===== src/rtl/halt_mem_dump_tx.sv =====
// Post-halt data-memory dump: reads DUMP_WORDS words and streams addr/hi/lo bytes as 8N1 serial.
// Optional XOR trailer byte when DUMP_CHECKSUM_EN is defined.
module halt_mem_dump_tx #(
   parameter int DATA_W       = 16,
   parameter int ADDR_W       = 8,
   parameter int DUMP_WORDS   = 10,
   parameter int CLKS_PER_BIT = 16
) (
   input  logic              CLK,
   input  logic              rst,
   input  logic              do_halt,
   output logic              mem_re,
   output logic [ADDR_W-1:0] mem_addr,
   input  logic [DATA_W-1:0] mem_rdata,
   output logic              tx,
   output logic              busy,
   output logic              done
);

   // state  | meaning
   // IDLE   | waiting for do_halt falling edge
   // RD     | read strobe at current word address
   // RDW    | capture read data
   // LOAD   | pick byte into shift register, start bit goes out next
   // START  | start bit (low)
   // DATA   | 8 data bits, LSB first
   // STOP   | stop bit (high)
   // NEXT   | advance byte / word / finish
   // FIN    | done pulse
   typedef enum logic [3:0] {
      S_IDLE, S_RD, S_RDW, S_LOAD, S_START, S_DATA, S_STOP, S_NEXT, S_FIN
   } state_t;

   localparam int TMR_W = (CLKS_PER_BIT > 2) ? $clog2(CLKS_PER_BIT) : 1;
   localparam logic [TMR_W-1:0]  TMR_LOAD = TMR_W'(CLKS_PER_BIT - 1);
   localparam logic [ADDR_W:0]   LAST_CNT = (ADDR_W+1)'(DUMP_WORDS - 1);

   state_t              state_q, state_d;
   logic                halt_q, halt_d;
   logic                init_q, init_d;
   logic [ADDR_W:0]     cnt_q, cnt_d;
   logic [ADDR_W:0]     cnt_nxt;
   logic [1:0]          idx_q, idx_d;
   logic [2:0]          bit_q, bit_d;
   logic [TMR_W-1:0]    tmr_q, tmr_d;
   logic [7:0]          sh_q, sh_d;
   logic [DATA_W-1:0]   word_q, word_d;
   logic                tx_q, tx_d;
   logic [ADDR_W-1:0]   addr_q, addr_d;
   logic [7:0]          byte_sel;
   logic                start;
`ifdef DUMP_CHECKSUM_EN
   logic [7:0]          csum_q, csum_d;
`endif

   // init_q masks the first cycle after reset so a low do_halt at release is not seen as an edge.
   assign start   = ~init_q & halt_q & ~do_halt;
   assign cnt_nxt = cnt_q + 1'b1;

   always_comb begin
      state_d  = state_q;
      halt_d   = do_halt;
      init_d   = 1'b0;
      cnt_d    = cnt_q;
      idx_d    = idx_q;
      bit_d    = bit_q;
      tmr_d    = tmr_q;
      sh_d     = sh_q;
      word_d   = word_q;
      tx_d     = tx_q;
      addr_d   = addr_q;
      byte_sel = word_q[7:0];
`ifdef DUMP_CHECKSUM_EN
      csum_d   = csum_q;
`endif
      case (idx_q)
         2'd0:    byte_sel = 8'(cnt_q);
         2'd1:    byte_sel = word_q[15:8];
         2'd2:    byte_sel = word_q[7:0];
`ifdef DUMP_CHECKSUM_EN
         default: byte_sel = csum_q;
`else
         default: byte_sel = word_q[7:0];
`endif
      endcase

      case (state_q)
         S_IDLE: begin
            if (start) begin
               state_d = S_RD;
               cnt_d   = '0;
               idx_d   = 2'd0;
               addr_d  = '0;
`ifdef DUMP_CHECKSUM_EN
               csum_d  = 8'h00;
`endif
            end
         end
         S_RD:  state_d = S_RDW;
         S_RDW: begin
            word_d  = mem_rdata;
            state_d = S_LOAD;
         end
         S_LOAD: begin
            sh_d    = byte_sel;
            tx_d    = 1'b0;
            tmr_d   = TMR_LOAD;
            state_d = S_START;
`ifdef DUMP_CHECKSUM_EN
            if (idx_q != 2'd3) csum_d = csum_q ^ byte_sel;
`endif
         end
         S_START: begin
            if (tmr_q == '0) begin
               state_d = S_DATA;
               tx_d    = sh_q[0];
               tmr_d   = TMR_LOAD;
               bit_d   = 3'd0;
            end else begin
               tmr_d = tmr_q - 1'b1;
            end
         end
         S_DATA: begin
            if (tmr_q == '0) begin
               tmr_d = TMR_LOAD;
               if (bit_q == 3'd7) begin
                  state_d = S_STOP;
                  tx_d    = 1'b1;
               end else begin
                  sh_d  = {1'b0, sh_q[7:1]};
                  tx_d  = sh_q[1];
                  bit_d = bit_q + 3'd1;
               end
            end else begin
               tmr_d = tmr_q - 1'b1;
            end
         end
         S_STOP: begin
            if (tmr_q == '0) state_d = S_NEXT;
            else             tmr_d   = tmr_q - 1'b1;
         end
         S_NEXT: begin
            if (idx_q < 2'd2) begin
               idx_d   = idx_q + 2'd1;
               state_d = S_LOAD;
            end else if (idx_q == 2'd2 && cnt_q < LAST_CNT) begin
               cnt_d   = cnt_nxt;
               idx_d   = 2'd0;
               addr_d  = cnt_nxt[ADDR_W-1:0];
               state_d = S_RD;
`ifdef DUMP_CHECKSUM_EN
            end else if (idx_q == 2'd2) begin
               idx_d   = 2'd3;
               state_d = S_LOAD;
`endif
            end else begin
               state_d = S_FIN;
            end
         end
         S_FIN:   state_d = S_IDLE;
         default: state_d = S_IDLE;
      endcase
   end

   always_ff @(posedge CLK or negedge rst) begin
      if (!rst) begin
         state_q <= S_IDLE;
         halt_q  <= 1'b1;
         init_q  <= 1'b1;
         cnt_q   <= '0;
         idx_q   <= 2'd0;
         bit_q   <= 3'd0;
         tmr_q   <= '0;
         sh_q    <= 8'h00;
         word_q  <= '0;
         tx_q    <= 1'b1;
         addr_q  <= '0;
`ifdef DUMP_CHECKSUM_EN
         csum_q  <= 8'h00;
`endif
      end else begin
         state_q <= state_d;
         halt_q  <= halt_d;
         init_q  <= init_d;
         cnt_q   <= cnt_d;
         idx_q   <= idx_d;
         bit_q   <= bit_d;
         tmr_q   <= tmr_d;
         sh_q    <= sh_d;
         word_q  <= word_d;
         tx_q    <= tx_d;
         addr_q  <= addr_d;
`ifdef DUMP_CHECKSUM_EN
         csum_q  <= csum_d;
`endif
      end
   end

   assign tx       = tx_q;
   assign mem_addr = addr_q;
   assign mem_re   = (state_q == S_RD);
   assign busy     = (state_q != S_IDLE) && (state_q != S_FIN);
   assign done     = (state_q == S_FIN);

endmodule


===== config.mk =====
export PLATFORM = sky130hd
export DESIGN_NAME = halt_mem_dump_tx
export DESIGN_NICKNAME = d
export VERILOG_FILES = /design/src/rtl/halt_mem_dump_tx.sv
export SDC_FILE = /design/constraint.sdc
export NUM_CORES = 1
export LEC_CHECK = 0
export BUFFER_PORTS_ARGS = -buffer_cell sky130_fd_sc_hd__buf_2
export CORE_MARGIN = 2
export CORE_UTILIZATION = 52
export CTS_BUF_LIST = sky130_fd_sc_hd__clkbuf_16
export CTS_CLUSTER_DIAMETER = 150
export CTS_CLUSTER_SIZE = 8
export DETAILED_ROUTE_END_ITERATION = 10
export PLACE_DENSITY = 0.88
export SYNTH_ARGS = -nofsm -noshare
export SYNTH_HDL_FRONTEND = slang
export SYNTH_SLANG_ARGS = --single-unit

===== constraint.sdc =====
create_clock -name CLK -period 1.8 [get_ports CLK]
set_clock_uncertainty 0.15 [all_clocks]
set_input_delay 0 -clock CLK [delete_from_list [all_inputs] [get_ports CLK]]
set_output_delay 0 -clock CLK [all_outputs]
set_load 0.02 [all_outputs]

# ---- Word-level counts from Yosys, hierarchy flattened
# Cells that the tools add are included.
dict set report op_classes {
  div 0
  add_sub_neg 4
  n_mux 35
  mul 0
  n_eq_ne 22
  n_lt_le_gt_ge 2
  bitwise_logic 4
  shifts 0
  reduce_logical 19
}
# operator n
set op_table {}
lappend op_table {{one-hot mux 8 bit (2 select lines)} 3}
lappend op_table {{2-to-1 mux 8 bit} 5}
lappend op_table {{2-to-1 mux 4 bit} 9}
lappend op_table {{one-hot mux 4 bit (8 select lines)} 1}
lappend op_table {{2-to-1 mux 9 bit} 3}
lappend op_table {{inequality test 2 bit (second input constant)} 9}
lappend op_table {{one-hot mux 9 bit (2 select lines)} 1}
lappend op_table {{== test 4 x 3 -> 1 bit (second input constant)} 4}
lappend op_table {{one-hot mux 4 bit (3 select lines)} 1}
lappend op_table {{adder 9 x 1 -> 9 bit (second input constant)} 1}
lappend op_table {{< comparator 9 x 4 -> 1 bit (second input constant)} 1}
lappend op_table {{2-to-1 mux 3 bit} 3}
lappend op_table {{AND reduction 3 bit} 3}
lappend op_table {{== test 4 x 2 -> 1 bit (second input constant)} 2}
lappend op_table {{logical NOT 4 bit} 2}
lappend op_table {{AND reduction 4 bit} 2}
lappend op_table {{2-to-1 mux 2 bit} 3}
lappend op_table {{one-hot mux 3 bit (2 select lines)} 1}
lappend op_table {{nonzero test 2 bit} 3}
lappend op_table {{nonzero test 3 bit} 2}
lappend op_table {{AND reduction 5 bit} 1}
lappend op_table {{== test 4 x 1 -> 1 bit (second input constant)} 1}
lappend op_table {{== test 4 bit (second input constant)} 1}
lappend op_table {{inequality test 4 bit (second input constant)} 1}
lappend op_table {{other kinds (18)} 23}
dict set report totals {
  memories 0
  mem_bits_ro 0
  elab_cells 97
  mem_bits_rw 0
  inputBits 19
  register_bits 57
  latch_bits 0
}

# ---- Logic depth before layout (Yosys ltp)
dict set report depth {
  ltp_word 5
  mapped_depth 7
}

# ---- Worst setup path before layout
# No wires, ideal clock.
dict set report synth_path {
  kind {register to register}
  startpoint {register tmr_q[0]}
  endpoint {register tmr_q[3]}
  t_arrival_ns 1.604
  setup_time_ns 0.132
  setup_slack_ns -0.086
  stages_incl_launch_ff 7
  path_cell_list {dfrtp_1 > inv_1 > ha_1 > nor3b_1 > o311a_2 > o21ai_1 > or3b_1}
}
dict set report synth_between {
  elab_chain_cells 3
}
# element line_no
set synth_lines {}
lappend synth_lines {{from (decl)} 45} ;# logic [TMR_W-1:0] tmr_q, tmr_d;
lappend synth_lines {{from (signal assigned)} 188} ;# tmr_q <= tmr_d;
lappend synth_lines {{subtractor 4 x 1 -> 4 bit or logical NOT 4 bit (tied branches)} --}
lappend synth_lines {{2-to-1 mux 4 bit (tied with other cells)} 139} ;# if (tmr_q == '0) state_d = S_NEXT;
lappend synth_lines {{one-hot mux 4 bit (3 select lines) or AND reduction 2 bit (tied branches)} --}
# Several ways; a longest one is shown, not always the timed one. The select of a mux whose other input is x is not followed.
# A chain may end at the register's enable or synchronous reset.

# ---- Worst setup path in the final report
dict set report layout_path {
  startpoint {register state_q[3]}
  endpoint {register tmr_q[3]}
}
dict set report layout_between {
  elab_chain_cells 4
}
# element line_no
set layout_lines {}
lappend layout_lines {{from (decl)} 38} ;# state_t state_q, state_d;
lappend layout_lines {{from (signal assigned)} 182} ;# state_q <= state_d;
lappend layout_lines {{== test 4 x 3 -> 1 bit} 87} ;# case (state_q)
lappend layout_lines {{OR reduction 2 bit (no source line)} --}
lappend layout_lines {{nonzero test 3 bit (no source line)} --}
lappend layout_lines {{AND reduction 2 bit (no source line)} --}
# Several ways; a longest one is shown, not always the timed one.

==> impl_metrics.py <==
metrics = {
    "global_route": {
        "grt_util_met1_pct": 30.1,
        "antenna_found_initial": 0,
        "grt_use_met2_pct": 42.5,
        "busiest_layer": "met2",
        "grt-ovfl-total": 0,
        "grtUsageMet3_pct": 5.25,
        "grt_max_degree": 32,
        "grt_pass1_vias": 2075,
        "grt_pass1_wl_um": 9800,
        "track_usage_pct": 24.6,
    },
    "detailed_routing": {
        "remaining_drc_errors": 0,
        "num_vias": 2063,
        "vias_per_cell": 5.83,
        "detail-route-antenna-nets": 0,
        "dr.pass1.iters": 4,
        "routed_wl_um": 6370,
        "wl_per_cell_um": 18.0,
        "detail_route.iter0.violations": 130,
    },
    "yosys": {
        "synth_top_area_share_pct": 46.4,
        "synth_area_leaders": "dfrtp_1 (46%), mux2i_1 (6.0%), mux2_1 (4.5%), o21ai_0 (3.6%), nand2_1 (3.3%)",
        "yosys_register_bits": 49,
        "synth_fp_nets": 254,
        "postSynthAreaPerCell_um2": 10.8,
        "synthTopCellsByCount": "dfrtp_1 (46), nand2_1 (22), o21ai_0 (18), mux2i_1 (15), nor2_1 (11)",
        "yosysMostFrequentCell": "dfrtp_1",
        "synth_edf_count": 0,
        "synth.yosys.seq_area_share_pct": 49.5,
        "async_reset_ff_share_pct": 100,
        "synth_area_leader_cell": "dfrtp_1",
        "synth_cells": 230,
        "synth_cell_types": 46,
        "ys_warn_count": 0,
        "synthFlopType": "dfrtp_1",
        "netlist_area_um2": 2480,
    },
    "place": {
        "placed_area_um2": 2840,
        "dp.cells": 322,
        "gp_congestion": 0.848,
        "port_buffers": 30,
        "hpwl_um": 3630,
    },
    "critical_path": {
        "crit_path_end_kind": "register",
        "cpLargestDelayFamily": "simple AND/OR/NAND/NOR gates",
        "critPathRequiredTime_ps": 1820,
        "path_max_fanout": 6,
        "worstPathArrival_ps": 1900,
        "crit_type": "reg2reg",
        "critPathBufInv": 0,
        "crit_slowest_cell": "dfrtp_2",
        "cp_slowest_stage_delay_ps": 470,
        "path_cells": "nand4bb_1 -> o311a_4 -> o21ai_1 -> or3b_1",
        "worst_setup_path_start_kind": "register",
    },
    "sta": {
        "hold_viol_final": 0,
        "layout_setup_ws_ps": -86.5,
        "drv_slew": 0,
        "max_freq_ghz": 0.530,
        "rsz0062_at_grt": "yes",
        "hold-worst-slack_ps": 47.2,
        "finalCritPeriodShare_pct": 105,
        "layout_min_cycle_time_ps": 1890,
        "setup_tns_ps": -86.5,
        "setup_violations": 1,
    },
    "run_status": {
        "outcome": "finished, violations left",
        "violations": "negative setup slack",
    },
    "job": {
        "maxCapViolations": 0,
    },
    "clocking": {
        "clkLatencyLatePin_ps": 290,
        "cts_tree": "built",
        "cts_buffer_depth": 2,
        "path_clk_slew_ps": 70,
        "cts_num_sinks": 49,
        "clockRootBuffer": "clkbuf_16",
        "cts.htree.levels": 2,
        "cts_buffers": 5,
    },
    "cells_and_area": {
        "fin_cells": 354,
        "syn_to_final_growth_pct": 36.2,
        "design_area_um2": 3380,
        "diodes": 0,
        "layout.nets": 323,
        "drive_above_1_share_pct": 34.3,
        "fillCellCount": 294,
    },
    "floorplanning": {
        "die_area_um2": 5340,
        "initial_core_util_pct": 53.3,
        "core_um2": 4660,
        "num_io_pins": 31,
        "die-height_um": 73.1,
        "dieWidth_um": 73.1,
        "num_rows": 25,
    },
    "pwr": {
        "p_leak_nw": 1.66,
        "power_density_nw_per_um2": 702,
        "power_mw": 2.37,
        "vdd_drop_max_mv": 0.738,
    },
    "worst_hold_path": {
        "hp-class": "in2async",
    },
}
layout by cell type (no fill, tap or decap), types with 6 or more instances in the layout:
cell type | netlist | layout
and2_1 | 7 | 7
nor2_1 | 11 | 11
mux2_2 | 7 | 7
o21ai_0 | 18 | 14
buf_4 | 9 | 26
mux2_1 | 10 | 10
dfrtp_1 | 46 | 43
o21ai_1 | 3 | 6
nand3_1 | 7 | 7
buf_2 | 6 | 30
clkbuf_16 | 0 | 6
nand2_1 | 22 | 21
dlygate4sd3_1 | 0 | 18
mux2i_1 | 15 | 15
cells by family after synthesis:
logic type | share of synthesized area (%)
compound gates | 11.1
xor+xnor | 0.353
fa+ha+maj | 2.52
buf+inv | 5.59
flops | 49.5
mux | 13.8
other cells | 0.151
simple gates | 16.9
stage by stage:
stage          utilization, %  setup slack [ps]
2_1_floorplan               -             -6.97
3_3_place_gp             61.0             -14.9
3_5_place_dp             61.0             -69.3
4_1_cts                  69.4             -40.3
5_1_grt                  72.5              -124
6_report                 72.5             -86.5
power by group:
part           switching [mW]  internal (mW)
clock                   0.432          0.666
sequential             0.0177           1.13
combinational          0.0566         0.0690
total                   0.506           1.87
final cells by class:
cell class	instances	area (µm²)	share of cell area, %
Clock buffer	5	125	3.70
Clock inverter	3	47.5	1.41
Inverter	7	26.3	0.777
Multi-Input combinational cell	155	1240	36.8
Sequential cell	49	1230	36.5
Tap cell	54	67.6	2.00
Timing Repair Buffer	81	636	18.8
path summary, 6_finish.rpt:
| kind | slack, ps | cells after the start | startpoint | to |
|---|---|---|---|---|
| worst max-delay path | -90 | 4 | state_q[3]$_DFFE_PN0P_ | tmr_q[3]$_DFFE_PN0P_ |
| worst min-delay path | 50 | 2 | rst | cnt_q[8]$_DFFE_PN0P_ |
| worst max register to register | -90 | 4 | state_q[3]$_DFFE_PN0P_ | tmr_q[3]$_DFFE_PN0P_ |
| worst min register to register | 340 | 1 | word_q[15]$_DFFE_PN0P_ | word_q[15]$_DFFE_PN0P_ |
| max in group asynchronous | 930 | 3 | rst | sh_q[3]$_DFFE_PN0P_ |
| min in group CLK | 220 | 2 | do_halt | halt_q$_DFF_PN1_ |
sequential cells by signal, indices dropped and copies added, names as in the netlist:
signal,cells
state_q,4
halt_q,1
init_q,1
sh_q,8
word_q,16
tx,1
bit_q,3
cnt_q,9
idx_q,2
tmr_q,4
layer usage:
layer	wire [µm]	share of wire (%)
met1	2460	39
met2	3380	53
met3	307	4.8
met4	214	3.4
met5	0	0
worst register-to-register path, cell delays in order, from the launching register on:
cell and delay, ps:
dfrtp_2 470, nand4bb_1 380, o311a_4 250, o21ai_1 150
or3b_1 380
timing repair:
item,4_1_cts,5_1_grt
hold endpoints to repair,66,0
hold buffers,18,0
buffers inserted,1,3
resized for setup,7,26
pin swaps,3,4
endpoints found under the setup margin,6,21
gates cloned,0,2
Note: power is estimated with default switching activity, not from simulation.
